## src/rtl/tof_peak_detector.sv

```systemverilog
`default_nettype none
// ============================================================================
// tof_peak_detector: per-frame baseline, first threshold crossing and peak
// Revision: 1.0
// ============================================================================
module tof_peak_detector #(
  parameter int C_S00_AXIS_TDATA_WIDTH = 32,
  parameter int C_M00_AXIS_TDATA_WIDTH = 32,
  parameter int FRAME_LEN              = 1024,
  parameter int BASELINE_LEN           = 64
) (
  input  logic                                  s00_axis_aclk,
  input  logic                                  s00_axis_areset,
  input  logic                                  s00_axis_tvalid,
  input  logic                                  s00_axis_tlast,
  input  logic [C_S00_AXIS_TDATA_WIDTH-1:0]     s00_axis_tdata,
  input  logic [C_S00_AXIS_TDATA_WIDTH/8-1:0]   s00_axis_tstrb,
  output logic                                  s00_axis_tready,
  input  logic                                  m00_axis_tready,
  output logic                                  m00_axis_tvalid,
  output logic                                  m00_axis_tlast,
  output logic [C_M00_AXIS_TDATA_WIDTH-1:0]     m00_axis_tdata,
  output logic [C_M00_AXIS_TDATA_WIDTH/8-1:0]   m00_axis_tstrb,
  input  logic [15:0]                           threshold
);

  localparam int          C_LOG2B     = $clog2(BASELINE_LEN);
  localparam int          C_ACC_W     = 16 + C_LOG2B;
  localparam logic [9:0]  C_LAST_N    = 10'(FRAME_LEN - 1);
  localparam logic [9:0]  C_BASE_LAST = 10'(BASELINE_LEN - 1);
  localparam logic signed [16:0] C_PEAK_INIT = 17'h10000;

  typedef enum logic [2:0] {
    IDLE     = 3'd0,
    BASELINE = 3'd1,
    SEARCH   = 3'd2,
    REPORT0  = 3'd3,
    REPORT1  = 3'd4
  } state_t;

  state_t r_state, w_state_next;

  logic                       r_s_tready;
  logic                       r_m_tvalid;
  logic                       r_m_tlast;
  logic [C_M00_AXIS_TDATA_WIDTH-1:0] r_m_tdata;
  logic [9:0]                 r_n;
  logic [15:0]                r_thresh;
  logic signed [C_ACC_W-1:0]  r_acc;
  logic signed [15:0]         r_baseline;
  logic signed [16:0]         r_peak_diff;
  logic [9:0]                 r_peak_idx;
  logic [9:0]                 r_first_idx;
  logic                       r_hit;
  logic                       r_seen;

  logic                       w_accept;
  logic                       w_m_xfer;
  logic                       w_frame_end;
  logic                       w_short;
  logic                       w_in_base;
  logic signed [15:0]         w_sample;
  logic signed [C_ACC_W-1:0]  w_acc_base;
  logic signed [C_ACC_W-1:0]  w_acc_sum;
  logic signed [C_ACC_W-1:0]  w_acc_shift;
  logic signed [16:0]         w_diff;
  logic signed [16:0]         w_thr;
  logic                       w_hit_n;
  logic                       w_seen_n;
  logic [9:0]                 w_first_n;
  logic [9:0]                 w_pidx_n;
  logic signed [16:0]         w_pdiff_n;
  logic [15:0]                w_amp;
  logic [31:0]                w_beat0;
  logic [31:0]                w_beat1;

  assign w_accept    = s00_axis_tvalid & r_s_tready;
  assign w_m_xfer    = r_m_tvalid & m00_axis_tready;
  assign w_sample    = s00_axis_tdata[15:0];
  assign w_frame_end = w_accept & (s00_axis_tlast | (r_n == C_LAST_N));
  assign w_short     = s00_axis_tlast & (r_n != C_LAST_N);
  assign w_in_base   = (r_state == IDLE) || (r_state == BASELINE);
  assign w_diff      = 17'(w_sample) - 17'(r_baseline);
  assign w_thr       = {1'b0, r_thresh};

  always_comb begin
    w_acc_base = (r_state == IDLE) ? '0 : r_acc;
    w_acc_sum  = w_acc_base + C_ACC_W'(w_sample);
  end
  assign w_acc_shift = w_acc_sum >>> C_LOG2B;

  // Search results as they stand after the current beat; IDLE starts a fresh frame
  always_comb begin
    w_hit_n   = r_hit;
    w_seen_n  = r_seen;
    w_first_n = r_first_idx;
    w_pidx_n  = r_peak_idx;
    w_pdiff_n = r_peak_diff;
    if (r_state == IDLE) begin
      w_hit_n   = 1'b0;
      w_seen_n  = 1'b0;
      w_first_n = '0;
      w_pidx_n  = '0;
      w_pdiff_n = C_PEAK_INIT;
    end else if (r_state == SEARCH && w_accept) begin
      w_seen_n = 1'b1;
      if (w_diff > r_peak_diff) begin
        w_pdiff_n = w_diff;
        w_pidx_n  = r_n;
      end
      if (!r_hit && (w_diff > w_thr)) begin
        w_hit_n   = 1'b1;
        w_first_n = r_n;
      end
    end
  end

  always_comb begin
    if (!r_seen)                          w_amp = 16'h0000;
    else if (r_peak_diff > 17'sd32767)    w_amp = 16'h7FFF;
    else if (r_peak_diff < -17'sd32768)   w_amp = 16'h8000;
    else                                  w_amp = r_peak_diff[15:0];
  end

  assign w_beat0 = {w_hit_n, w_short, 10'b0, w_first_n, w_pidx_n};
  assign w_beat1 = {r_baseline, w_amp};

  always_ff @(posedge s00_axis_aclk) begin
    if (s00_axis_areset) r_state <= IDLE;
    else                 r_state <= w_state_next;
  end

  always_comb begin
    w_state_next = r_state;
    case (r_state)
      IDLE, BASELINE: begin
        if (w_accept) begin
          if (w_frame_end)              w_state_next = REPORT0;
          else if (r_n == C_BASE_LAST)  w_state_next = SEARCH;
          else                          w_state_next = BASELINE;
        end
      end
      SEARCH:  if (w_frame_end) w_state_next = REPORT0;
      REPORT0: if (w_m_xfer)    w_state_next = REPORT1;
      REPORT1: if (w_m_xfer)    w_state_next = IDLE;
      default:                  w_state_next = IDLE;
    endcase
  end

  always_ff @(posedge s00_axis_aclk) begin
    if (s00_axis_areset) begin
      r_s_tready  <= 1'b0;
      r_m_tvalid  <= 1'b0;
      r_m_tlast   <= 1'b0;
      r_m_tdata   <= '0;
      r_n         <= '0;
      r_thresh    <= '0;
      r_acc       <= '0;
      r_baseline  <= '0;
      r_peak_diff <= C_PEAK_INIT;
      r_peak_idx  <= '0;
      r_first_idx <= '0;
      r_hit       <= 1'b0;
      r_seen      <= 1'b0;
    end else begin
      r_s_tready <= (w_state_next == IDLE) || (w_state_next == BASELINE) ||
                    (w_state_next == SEARCH);
      if (w_accept) begin
        r_n         <= w_frame_end ? 10'd0 : r_n + 10'd1;
        r_hit       <= w_hit_n;
        r_seen      <= w_seen_n;
        r_first_idx <= w_first_n;
        r_peak_idx  <= w_pidx_n;
        r_peak_diff <= w_pdiff_n;
        if (r_state == IDLE) r_thresh <= threshold;
        if (w_in_base) begin
          r_acc <= w_acc_sum;
          // A frame that ends early still reports the partial-sum baseline
          if (w_frame_end || (r_n == C_BASE_LAST)) r_baseline <= w_acc_shift[15:0];
        end
      end
      if (w_frame_end) begin
        r_m_tvalid <= 1'b1;
        r_m_tlast  <= 1'b0;
        r_m_tdata  <= C_M00_AXIS_TDATA_WIDTH'(w_beat0);
      end else if (w_m_xfer && r_state == REPORT0) begin
        r_m_tlast  <= 1'b1;
        r_m_tdata  <= C_M00_AXIS_TDATA_WIDTH'(w_beat1);
      end else if (w_m_xfer && r_state == REPORT1) begin
        r_m_tvalid <= 1'b0;
        r_m_tlast  <= 1'b0;
        r_m_tdata  <= '0;
      end
    end
  end

  assign s00_axis_tready = r_s_tready;
  assign m00_axis_tvalid = r_m_tvalid;
  assign m00_axis_tlast  = r_m_tlast;
  assign m00_axis_tdata  = r_m_tdata;
  assign m00_axis_tstrb  = '1;

  generate
    if (C_S00_AXIS_TDATA_WIDTH > 16) begin : g_upper_unused
      logic w_unused_upper;
      assign w_unused_upper = |s00_axis_tdata[C_S00_AXIS_TDATA_WIDTH-1:16];
    end
  endgenerate

  logic w_unused_strb;
  assign w_unused_strb = |s00_axis_tstrb;

endmodule
`default_nettype wire

```

## config.mk

```make
export PLATFORM = sky130hd
export DESIGN_NAME = tof_peak_detector
export DESIGN_NICKNAME = d
export VERILOG_FILES = /design/src/rtl/tof_peak_detector.sv
export SDC_FILE = /design/constraint.sdc
export NUM_CORES = 1
export LEC_CHECK = 0
export CAP_MARGIN = 20
export CORE_MARGIN = 4
export CORE_UTILIZATION = 45
export DETAILED_ROUTE_END_ITERATION = 16
export GPL_TIMING_DRIVEN = 0
export HOLD_SLACK_MARGIN = 0.06
export PLACE_DENSITY = 0.68
export SLEW_MARGIN = 15
export SYNTH_ARGS = -nofsm -noshare
export SYNTH_HDL_FRONTEND = slang
export SYNTH_SLANG_ARGS = --single-unit
```

## constraint.sdc

```tcl
create_clock -name s00_axis_aclk -period 5 [get_ports s00_axis_aclk]
set_input_delay 1.5 -clock s00_axis_aclk [delete_from_list [all_inputs] [get_ports s00_axis_aclk]]
set_output_delay 1.5 -clock s00_axis_aclk [all_outputs]
set_load 0.005 [all_outputs]
```

== Yosys cells after proc, flatten, opt, wreduce, memory -nomap -nowiden ==
Cells that the tools add are included.

* Output and inout bits: 39
* Memories: 0
* Logic and storage cells: 94
* Bits in read-only memories: 0
* Input bits: 57
* Bits in latches: 0
* Memory bits (writable): 0
* Flip-flop bits (word level): 141

* Shifts and indexed selects: 0
* Div/mod/pow operators: 0
* Eq/ne operators: 10
* $mul: 0
* Add/sub/neg operators: 3
* $lt $le $gt $ge: 4
* Mux-type cells: 33
* Reductions and logical operators: 24
* Bitwise logic cells: 5

{| class="wikitable"
|+ Operators with widths
! kind !! number
|-
| 2-to-1 mux 32 bit || 3
|-
| 2-to-1 mux 10 bit || 7
|-
| 2-to-1 mux 17 bit || 3
|-
| 2-to-1 mux 16 bit || 3
|-
| greater-than comparator 17 bit || 2
|-
| adder 22 x 16 -> 22 bit || 1
|-
| 2-to-1 mux 22 bit || 1
|-
| greater-than comparator 17 x 16 -> 1 bit (second input constant) || 1
|-
| less-than comparator 17 x 16 -> 1 bit (second input constant) || 1
|-
| subtractor 16 x 16 -> 17 bit || 1
|-
| 2-to-1 mux 3 bit || 4
|-
| one-hot mux 3 bit (4 select lines) || 1
|-
| adder 10 x 1 -> 10 bit (second input constant) || 1
|-
| == test 10 bit (second input constant) || 1
|-
| == test 10 x 6 -> 1 bit (second input constant) || 1
|-
| != test 10 bit (second input constant) || 1
|-
| == test 3 x 2 -> 1 bit (second input constant) || 3
|-
| 2-to-1 mux 1 bit || 9
|-
| AND reduction 2 bit || 4
|-
| nonzero test 2 bit || 4
|-
| == test 3 x 1 -> 1 bit (second input constant) || 2
|-
| logical NOT 3 bit || 2
|-
| AND reduction 3 bit || 2
|-
| AND 1 bit || 4
|-
| other kinds (9) || 17
|}

== Logic depth before layout (Yosys ltp) ==
* Depth in word-level cells: 9
* Depth in mapped cells: 20
* Mapped depth without buffers: 18

== Worst setup path after synthesis ==
Ideal clock, no wire load.

* Kind: in2reg
* Start point: input port s00_axis_tdata[7]
* End point: register r_first_idx[0]
* Buffers on the path: 1
* Library setup time: 141 ps
* Data arrival time: 4,944 ps
* Stages: 16
* Required time: 4,859 ps
* Setup slack: -85 ps
* Path through: ha_1 a21o_1 or3_1 nor3_2 nor3_1 or2_1 a31o_1 xor2_1 ha_1 nand4_1 nor4_1 a2111oi_2 or3_1 buf_2 o211ai_1 o311ai_0

* Word-level cells in the longest chain between the ends: 6

{| class="wikitable"
|+ RTL lines
! element !! RTL line !! text
|-
| start, declared || 16 || <nowiki>input logic [C_S00_AXIS_TDATA_WIDTH-1:0] s00_axis_tdata,</nowiki>
|-
| subtractor 16 x 16 -> 17 bit || 83 || <nowiki>assign w_diff = 17'(w_sample) - 17'(r_baseline);</nowiki>
|-
| greater-than comparator 17 bit || 111 || <nowiki>if (!r_hit && (w_diff > w_thr)) begin</nowiki>
|-
| logical AND 1 bit || 111 ||
|-
| 2-to-1 mux 10 bit || 111 ||
|-
| 2-to-1 mux 10 bit || 105 || <nowiki>end else if (r_state == SEARCH && w_accept) begin</nowiki>
|-
| 2-to-1 mux 10 bit || 99 || <nowiki>if (r_state == IDLE) begin</nowiki>
|-
| end signal, assigned || 172 || <nowiki>r_first_idx <= w_first_n;</nowiki>
|-
| end, declared || 53 || <nowiki>logic [9:0] r_first_idx;</nowiki>
|}

No other way between the ends.
A chain may end at the register's enable or synchronous reset.

== Final worst setup path ==
* Start point: input port s00_axis_tdata[7]
* End point: register r_m_tdata[16], in the netlist m00_axis_tdata[16]

* Word-level cells in the longest chain between the ends: 7

{| class="wikitable"
|+ RTL lines
! element !! RTL line !! text
|-
| subtractor 16 x 16 -> 17 bit || 83 ||
|-
| greater-than comparator 17 bit || 111 ||
|-
| logical AND 1 bit || 111 ||
|-
| 2-to-1 mux 10 bit || 111 ||
|-
| 2-to-1 mux 10 bit || 105 ||
|-
| 2-to-1 mux 10 bit || 99 ||
|-
| 2-to-1 mux 32 bit || 182 || <nowiki>if (w_frame_end) begin</nowiki>
|-
| end signal, assigned || 185 || <nowiki>r_m_tdata <= C_M00_AXIS_TDATA_WIDTH'(w_beat0);</nowiki>
|-
| end signal, assigned || 188 || <nowiki>r_m_tdata <= C_M00_AXIS_TDATA_WIDTH'(w_beat1);</nowiki>
|-
| end, declared || 46 || <nowiki>logic [C_M00_AXIS_TDATA_WIDTH-1:0] r_m_tdata;</nowiki>
|}

No other way between the ends.

==> results.json <==
{
  "r2r_slack_ns": 0.59,
  "worstPathArrival_ns": 5.29,
  "whs_ns": 0.447,
  "overflow": 0,
  "max_freq_mhz": 200,
  "intPower_mw": 2.22,
  "final_cell_mix": "141 x dfxtp_1, 135 x nand2_1, 90 x a21oi_1",
  "crit_fanout": 5,
  "fin_area_um2": 11000,
  "drt_first_pass_iters": 5,
  "irDropWorstVdd_v": 0.000251,
  "relSlewSlack": 0.413,
  "multiInputGateArea_um2": 5770,
  "critPathRequiredTime_ns": 5.29,
  "ios": 96,
  "final_common_cell": "dfxtp_1",
  "synthCells": 1126,
  "clk_latency_ns": 0.43,
  "reg2reg_to": "m00_axis_tdata[16]$_SDFFE_PP0P_",
  "synthToLayoutAreaGrowth_pct": 24.4,
  "netlist_area_um2": 8860,
  "grt_pass1_wl_mm": 43.2,
  "final.min_clock_period_ns": 5.00,
  "fin_skew_ns": 0.0108,
  "failed_checks": "setup timing",
  "antenna_found_initial": 0,
  "final_cells": 1510,
  "grt_max_degree": 17,
  "routed_via_density": 5.85,
  "vias": 8837,
  "clock_sinks": 141,
  "endpoint_kind": "flop",
  "period_share": 1.00,
  "finalHoldViolCount": 0,
  "cts_tree": "yes",
  "hold_path_class": "flop to flop",
  "layout-drive-gt1-share": 0.111,
  "hold_depth": 2,
  "ff_latch_area_um2": 2820,
  "r2r_cells": 17,
  "power.total_mw": 3.07,
  "dieArea_um2": 22000,
  "fill_cells": 1858,
  "critical_path.cell_chain": "buf_6, ha_4, a21o_1, or3_4, nor3_4, nor3_2, or2_1, a31o_1, xor2_2, ha_1, nand4_1, nor4_4, a2111oi_4, or3_4, buf_8, o211ai_1, o211ai_1",
  "hold-path-endpoint": "r_acc[13]$_SDFFE_PP0P_",
  "path_class": "input pin to flop",
  "drc": 0,
  "gp_congestion": 0.934,
  "setup_slack_ns": -0.00108,
  "synthFlopType": "dfxtp_1",
  "timing.rr.start": "r_baseline[7]$_SDFFE_PP0P_",
  "ys_seq_elements": 141,
  "drt_iter0_markers": 694,
  "ys_types": 73,
  "worst_slew_pin_slew_ns": 0.876,
  "floorplan.initialDensity": 0.457,
  "drv_cap": 0,
  "die_x_um": 148,
  "slew_viol_final": 0,
  "post-place-ws_ns": -1.10,
  "grt_pass1_vias": 8171,
  "critical_path.top_delay_family": "simple AND/OR/NAND/NOR gates",
  "clk_pin_slew_ns": 0.06,
  "core_um2": 19400,
  "dp.cells": 1464,
  "rows": 51,
  "postLayoutCoreUtil": 0.568,
  "final_nets": 1362,
  "worstHoldStart": "r_acc[13]$_SDFFE_PP0P_",
  "ant_nets": 0,
  "die_y_um": 148,
  "drt-total-wl_mm": 28.2,
  "power.density_nw_per_um2": 278,
  "leakage_nw": 3.94,
  "root_buffer": "clkbuf_16",
  "synth_area_per_cell_um2": 7.87,
  "cts_max_path_buffers": 2,
  "rsz0062_at_grt": "true",
  "p_sw_mw": 0.850,
  "path_buf_inv": 2,
  "htreeDepth": 4,
  "seqPwrFrac": 0.381,
  "combPwrFrac": 0.173,
  "async_flop_share": 0,
  "critPathLaunchType": "input pin",
  "critPathMaxStageDelay_ns": 0.48,
  "yosysWarnings": 0,
  "grtUsageTotal": 0.248,
  "setup_viol": 1,
  "synth_enable_flop_cells": 0,
  "status": "finished, violations left",
  "power.clock.fraction": 0.447,
  "swShare": 0.277,
  "dp_hpwl_mm": 20.8,
  "placed_cell_area_um2": 9920,
  "worst_path_max_delay_cell": "or3_4",
  "yosysSeqAreaShare": 0.319,
  "wire_per_inst_um": 18.7,
  "cts_buffers": 17,
  "port_buffers": 70,
  "n_antenna_cell": 0,
  "setup-tns-final_ns": -0.00108
}
[metal layers]
metal,track usage,part of all wire,vias to the layer above
met3,0.0530,0.060,62
met1,0.317,0.43,4154
met5,0,0,-
li1,-,-,4283
met2,0.415,0.48,338
met4,0.0910,0.031,0
[area by class of cell]
cell class | count | share of cell area
Multi-Input combinational cell | 843 | 0.524
Sequential cell | 141 | 0.256
Timing Repair Buffer | 84 | 0.0756
Clock buffer | 19 | 0.0402
Buffer | 74 | 0.0327
Tap cell | 265 | 0.0301
Inverter | 71 | 0.0244
Clock inverter | 13 | 0.0171
[synth_stat cells, drive strengths merged (3+ instances only)]
cell	number	area share
or2	4	0.0028
a311oi	11	0.011
a21oi	95	0.054
a31oi	15	0.011
a22oi	18	0.015
a211oi	15	0.013
nand2b	14	0.0099
and3	3	0.0021
a21o	21	0.018
nor2	73	0.031
o311ai	12	0.012
o211ai	26	0.023
a211o	5	0.0051
nor3	27	0.016
o21ai	49	0.028
nand2	136	0.058
ha	71	0.10
nand3b	16	0.014
a2111oi	4	0.0069
a221oi	15	0.015
dfxtp	141	0.32
a31o	3	0.0030
buf	26	0.016
a21boi	3	0.0025
nand4	12	0.0085
inv	71	0.030
or4	5	0.0042
and2	27	0.019
nor4	6	0.0042
a311o	3	0.0034
xnor2	20	0.020
o311a	5	0.0056
nor2b	10	0.0071
or3	13	0.0092
o21a	9	0.0076
xor2	14	0.014
o31a	3	0.0030
o22ai	4	0.0035
clkbuf	48	0.020
nand3	44	0.025
[cell families (layout without fill, tap and decap cells)]
logic type,count (synthesis),count (layout),synth area share
buffers and inverters,145,261,0.0662
DFF,141,141,0.319
other,1,4,0.000423
xor gates and xnor gates,34,34,0.0336
and+or+nand+nor,394,394,0.214
AOI/OAI and AO/OA,337,337,0.261
adders and majority gates,74,74,0.106
[tightest hold or removal path: cells and delay by family, from the launching register on]
family / cells / cell delay (ns)
AO/OA/AOI/OAI: 1 / 0.05
flip-flops: 1 / 0.30
AND/OR/NAND/NOR: 1 / 0.05
[state kept, by name, indices dropped and copies added, names as in the netlist]
signal / cells
s00_axis_tready: 1
r_thresh: 16
r_first_idx: 10
r_peak_idx: 10
m00_axis_tlast: 1
r_acc: 22
m00_axis_tvalid: 1
r_seen: 1
r_hit: 1
r_baseline: 16
r_state: 3
r_n: 10
m00_axis_tdata: 32
r_peak_diff: 17
[power groups by stage]
stage	registers (mW)	clock network, mW	logic [mW]
finish	1.17	1.37	0.530
global route	1.17	1.42	0.580
CTS	1.17	1.38	0.494
detailed placement	1.19	0	0.467
global placement	1.19	0	0.460
floorplan	1.19	0	0.315
[how the worst max path moves through the flow]
stage	start	end	slack [ns]	cells after the start
2_1_floorplan	s00_axis_tdata[7]	r_first_idx[0]$_SDFFE_PP0P_	0.009	16
3_3_place_gp	s00_axis_tdata[0]	m00_axis_tdata[19]$_SDFFE_PP0P_	-1.04	19
3_5_place_dp	s00_axis_tdata[0]	r_peak_diff[4]$_SDFFE_PP0P_	-1.10	20
4_1_cts	s00_axis_tdata[0]	r_peak_diff[15]$_SDFFE_PP0P_	0.004	21
5_1_grt	s00_axis_tdata[0]	m00_axis_tdata[19]$_SDFFE_PP0P_	-0.15	19
6_report	s00_axis_tdata[7]	m00_axis_tdata[16]$_SDFFE_PP0P_	-0.001	17
[timing repair]
action,in CTS,in global routing
pin swaps,11,24
gates cloned,0,2
setup endpoints to repair,59,55
hold buffers,0,0
resized for setup,49,68
setup buffers,4,8
Note: power is estimated with default switching activity, not from simulation.
==> edit 1, RTL diff (same flow settings) <==
The parameter `FRAME_LEN` goes from 1024 to 512.
--- a/src/rtl/tof_peak_detector.sv
+++ b/src/rtl/tof_peak_detector.sv
@@ -8,3 +8,3 @@
   parameter int C_M00_AXIS_TDATA_WIDTH = 32,
-  parameter int FRAME_LEN              = 1024,
+  parameter int FRAME_LEN              = 512,
   parameter int BASELINE_LEN           = 64
Behaviour: same outputs for any inputs over 4 cycles, from zero or initial values and one cycle with s00_axis_areset high; that may be too few to reach the edited logic, so the function may still have changed.
==> edit 1 against the unedited design <==
  * Routed wire length down 6.5%
  * Sequential cell count stayed put
  * Worst setup slack better by 130 ps
  * Clock skew is 3.1 ps lower
  * Fmax is 2.6% higher
  * Combinational power down 7.2%
  * Non-clock buffer count increased by 3
  * Global-route usage is 0.21 points higher
  * Power up 0.46%
  * Final area is 4.0% lower
  * Area after synthesis down 5.4%
  * Critical endpoint is now m00_axis_tdata[10]
  * Largest power group unchanged
==> edit 1: results (changes against the unedited design) <==
clock_network:
  clkTransAtPathRegs_ps: 60  # about the same
power:
  peakVddDrop_uv: 232  # -7.5%
  p_switching_mw: 0.828  # -2.6%
  p_leak_nw: 3.91  # -0.84%
logic_synthesis:
  yosysSeqAreaShare_pct: 33.7  # +1.8 points
  ys_types: 70  # -4.1%
  ys_top_cells_by_area: "dfxtp_1 (34%), ha_1 (11%), nand2_1 (6.7%)"
  synth.top_cells.by_count: "nand2_1 (149), dfxtp_1 (141), a21oi_1 (105), nor2_1 (74), ha_1 (71)"
  synth-edff-count: 0  # unchanged
placed_design:
  placed_area_mm2: 0.00939  # -5.3%
  pre_cts_ws_ps: -1360  # -264 ps
  finalWeightedCongestion: 0.905  # -3.1%
global_routing:
  grt_pass1_wl_um: 40600  # -5.8%
  track_usage_pct: 25.0  # +0.21 points
  grt_start_max_net_pins: 17  # unchanged
  grt_pass1_vias: 7634  # -6.6%
critical_path:
  slowest_stage: "o41ai_4"
  max_stage_delay_ps: 450  # -30 ps
final_layout:
  antenna_cells: 0  # unchanged
  fin_nets: 1311  # -3.7%
  drive_gt1_share_pct: 10.6  # -0.53 points
drt:
  via_count: 8146  # -7.8%
  first_pass_iters: 7  # +2
  routed_wirelength_um: 26300  # -6.5%
  initialDrtViolationCount: 702  # +1.2%
sta:
  tightestPinTransition_ps: 944  # +68.7 ps
  skew_ps: 7.66  # -3.13 ps
run_status:
  status: "finished, final reports clean"
edit 1: cell count changes after synthesis, moves of 11 or more:
cell,unedited run,this run
a21oi_1,94,105
a22oi_1,18,30
nand2_1,136,149
nand3_1,44,33
nand3b_1,16,4
o211ai_1,24,7
o21ai_0,49,61
edit 1: through the flow:
| step | utilization, % | cells |
|---|---|---|
| after floorplan | - | 1069 |
| after global placement | 51.8 | 1368 |
| after detailed placement | 51.8 | 1368 |
| after CTS | 56.7 | 1408 |
| after global routing | 58.3 | 1423 |
| final | 58.3 | 1423 |
edit 1: what timing repair did:
action	in CTS	in global routing
setup endpoints to repair	59	58
hold buffers	0	0
gates cloned	2	1
gates resized for setup	41	37
pin swaps	18	30
setup buffers	7	14
edit 1: power by group through the flow:
| stage | Combinational, mW | Clock (mW) | Sequential (mW) |
|---|---|---|---|
| 2_1_floorplan | 0.279 | 0 | 1.18 |
| 3_3_place_gp | 0.410 | 0 | 1.19 |
| 3_5_place_dp | 0.416 | 0 | 1.19 |
| 4_1_cts | 0.447 | 1.43 | 1.16 |
| 5_1_grt | 0.539 | 1.48 | 1.16 |
| 6_report | 0.492 | 1.43 | 1.16 |
edit 1: final timing paths:
path | start | end | slack, ps | cells past startpoint
worst min register to register | r_acc[3] | r_acc[3] | 450 | 2
worst min-delay path | r_acc[3] | r_acc[3] | 450 | 2
worst max-delay path | s00_axis_tdata[1] | m00_axis_tdata[10] | 130 | 18
worst max register to register | r_state[0] | r_baseline[13] | 440 | 16
edit 1: cells by family (layout without fill, tap and decap cells):
| family | Yosys count | in the layout | synth area share [%] |
|---|---|---|---|
| DFF | 141 | 141 | 33.7 |
| and+or+nand+nor | 356 | 356 | 19.5 |
| muxes | 7 | 7 | 0.836 |
| other | 1 | 4 | 0.0448 |
| AOI/OAI and AO/OA | 325 | 325 | 25.0 |
| xor gates and xnor gates | 34 | 34 | 3.55 |
| buffers and inverters | 128 | 253 | 6.17 |
| adders and majority gates | 74 | 74 | 11.2 |
edit 1: cell type report:
cell class                      instances  area, um^2
Clock inverter                         13         210
Sequential cell                       141        2820
Fill cell                            1644        7560
Inverter                               60         225
Tap cell                              229         287
Clock buffer                           19         443
Timing Repair Buffer                   94         885
Multi-Input combinational cell        800        5370
Buffer                                 67         343
edit 1: critical path: cells and delay by family:
kind                     cells  cell delay, ps
AO/OA/AOI/OAI                9            1780
multiplexers                 1             250
AND/OR/NAND/NOR              3             540
adder cells (fa/ha/maj)      2             650
XOR/XNOR                     1             140
buffers and inverters        2             290
edit 1: metal layers:
metal  track usage (%)  vias up  wire length [um]
met5                 0        -                 0
met4              7.51        0               642
met3              4.70       46              1670
met2              41.6      273             12600
met1              33.1     3809             11400
li1                  -     4018                 -
==> edit 2, RTL diff (same settings) <==
Without the edit above. Encoding of `state_t`: now one-hot (5 bits for 5 states).
--- a/src/rtl/tof_peak_detector.sv
+++ b/src/rtl/tof_peak_detector.sv
@@ -32,8 +32,8 @@
 
-  typedef enum logic [2:0] {
-    IDLE     = 3'd0,
-    BASELINE = 3'd1,
-    SEARCH   = 3'd2,
-    REPORT0  = 3'd3,
-    REPORT1  = 3'd4
+  typedef enum logic [4:0] {
+    IDLE     = 5'b00001,
+    BASELINE = 5'b00010,
+    SEARCH   = 5'b00100,
+    REPORT0  = 5'b01000,
+    REPORT1  = 5'b10000
   } state_t;
Function: same outputs for any inputs over 4 cycles, from zero or initial values and one cycle with s00_axis_areset high; so few cycles prove little.
==> edit 2 against the unedited design <==
  * Final cell count is 6.5% lower
  * Routed wire length fell by 12%
  * Critical endpoint is now m00_axis_tdata[15]
  * Synthesized cell count is 5.5% lower
  * Critical path depth increased by 1
  * Hold slack better by 1.0 ps
  * Power decreased by 1.5%
  * Final area is 4.7% lower
  * Area after synthesis is 5.1% lower
  * Utilization rose by 1.1 points
  * Sequential cell count is 2 higher
  * Worst setup slack better by 110 ps
  * Combinational power rose by 11%
==> edit 2: results (changes against the unedited design) <==
drt:
  routed_wirelength_um: 24900  # -12%
  initialDrtViolationCount: 619  # -11%
  wl_met1_um: 10800  # -10%
  drt-vias-per-instance: 5.71  # -2.5%
  wl_met3_um: 1370  # -19%
  first_pass_iters: 6  # +1
  via_count: 8061  # -8.8%
placed_design:
  finalWeightedCongestion: 0.918  # -1.7%
  placed_cells: 1366  # -6.7%
  pre_cts_ws_ps: -1310  # -214 ps
  placed_area_mm2: 0.00941  # -5.1%
  dp_hpwl_um: 18500  # -11%
sta:
  relSlewSlack_pct: 27.1  # -14 points
  skew_ps: 8.80  # -1.98 ps
power:
  peakVddDrop_uv: 250  # -0.66%
  p_leak_nw: 3.88  # -1.6%
  swShare_pct: 29.7  # +2.0 points
critical_path:
  slowest_stage: "clkdlybuf4s50_1"
  cp_top_family: "compound AO/OA/AOI/OAI gates"
  arrival_ps: 5170  # -120 ps
  max_stage_delay_ps: 490
logic_synthesis:
  ys_top_cells_by_area: "dfxtp_1 (34%), ha_1 (11%), a21oi_1 (5.8%)"
  yosysSeqAreaShare_pct: 34.0  # +2.2 points
  ys_types: 67  # -8.2%
  synth.avg_cell_area_um2: 7.90  # +0.46%
  synth.top_cells.by_count: "dfxtp_1 (143), nand2_1 (129), nor2_1 (109), a21oi_1 (98), ha_1 (71)"
clock_network:
  clk_latency_ps: 430  # about the same
  clkTransAtPathRegs_ps: 60  # about the same
final_layout:
  num-fill-cells: 1698  # -8.6%
  antenna_cells: 0  # unchanged
  drive_gt1_share_pct: 10.1  # -1.0 points
hold_path:
  holdCritPathClass: "flip-flop to flip-flop"
global_routing:
  grt_pass1_wl_um: 38800  # -10%
  grt_pass1_vias: 7498  # -8.2%
  track_usage_pct: 23.7  # -1.1 points
run_status:
  status: "finished, final reports clean"
==> edit 2: per-layer routing <==
metal	up-vias	GRT usage (%)
li1	3956	-
met1	3806	30.8
met2	250	40.1
met3	49	4.04
met4	0	7.56
met5	-	0
==> edit 2: area by class of cell <==
cell class                      instances  area, um^2  share of cell area [%]
Timing Repair Buffer                   84         855                    8.14
Clock buffer                           21         460                    4.38
Buffer                                 60         319                    3.04
Multi-Input combinational cell        798        5370                    51.1
Inverter                               66         248                    2.36
Clock inverter                         11         106                    1.01
Sequential cell                       143        2860                    27.3
Tap cell                              229         287                    2.73
==> edit 2: timing repair <==
item,4_1_cts,5_1_grt
setup endpoints to repair,59,58
pin swaps,15,23
hold endpoints to repair,0,0
gates resized for setup,49,44
buffers inserted,10,3
gates cloned,1,1
==> edit 2: power by group through the flow <==
stage | clock, mW | sequential (mW) | combinational, mW
CTS | 1.25 | 1.19 | 0.555
finish | 1.24 | 1.19 | 0.589
global route | 1.29 | 1.20 | 0.651
detailed placement | 0 | 1.22 | 0.515
floorplan | 0 | 1.21 | 0.356
global placement | 0 | 1.22 | 0.508
==> edit 2: final timing paths <==
check / from / endpoint / slack (ps) / depth (start not counted)
worst max-delay path: s00_axis_tdata[10] / m00_axis_tdata[15] / 110 / 18
worst min-delay path: r_acc[5] / r_acc[5] / 450 / 2
worst max register to register: r_state[3] / r_baseline[14] / 420 / 14
worst min register to register: r_acc[5] / r_acc[5] / 450 / 2
==> edit 2: worst reg2reg max path: cells and delay by family, from the launching register on <==
family / cells / cell delay [ps]
adders and majority gates: 1 / 320
AOI/OAI and AO/OA: 6 / 1730
DFF: 1 / 340
buffers and inverters: 2 / 670
and+or+nand+nor: 5 / 1390
==> edit 2: cells by family (layout without fill, tap and decap cells) <==
logic type,count (synthesis),in the layout,share of synthesized area (%)
AO/OA/AOI/OAI,256,256,20.0
adder cells (fa/ha/maj),73,73,11.0
flip-flops,143,143,34.0
buffers and inverters,126,242,6.10
AND/OR/NAND/NOR,412,412,23.1
other,1,4,0.0446
XOR/XNOR,38,38,3.96
multiplexers,15,15,1.80
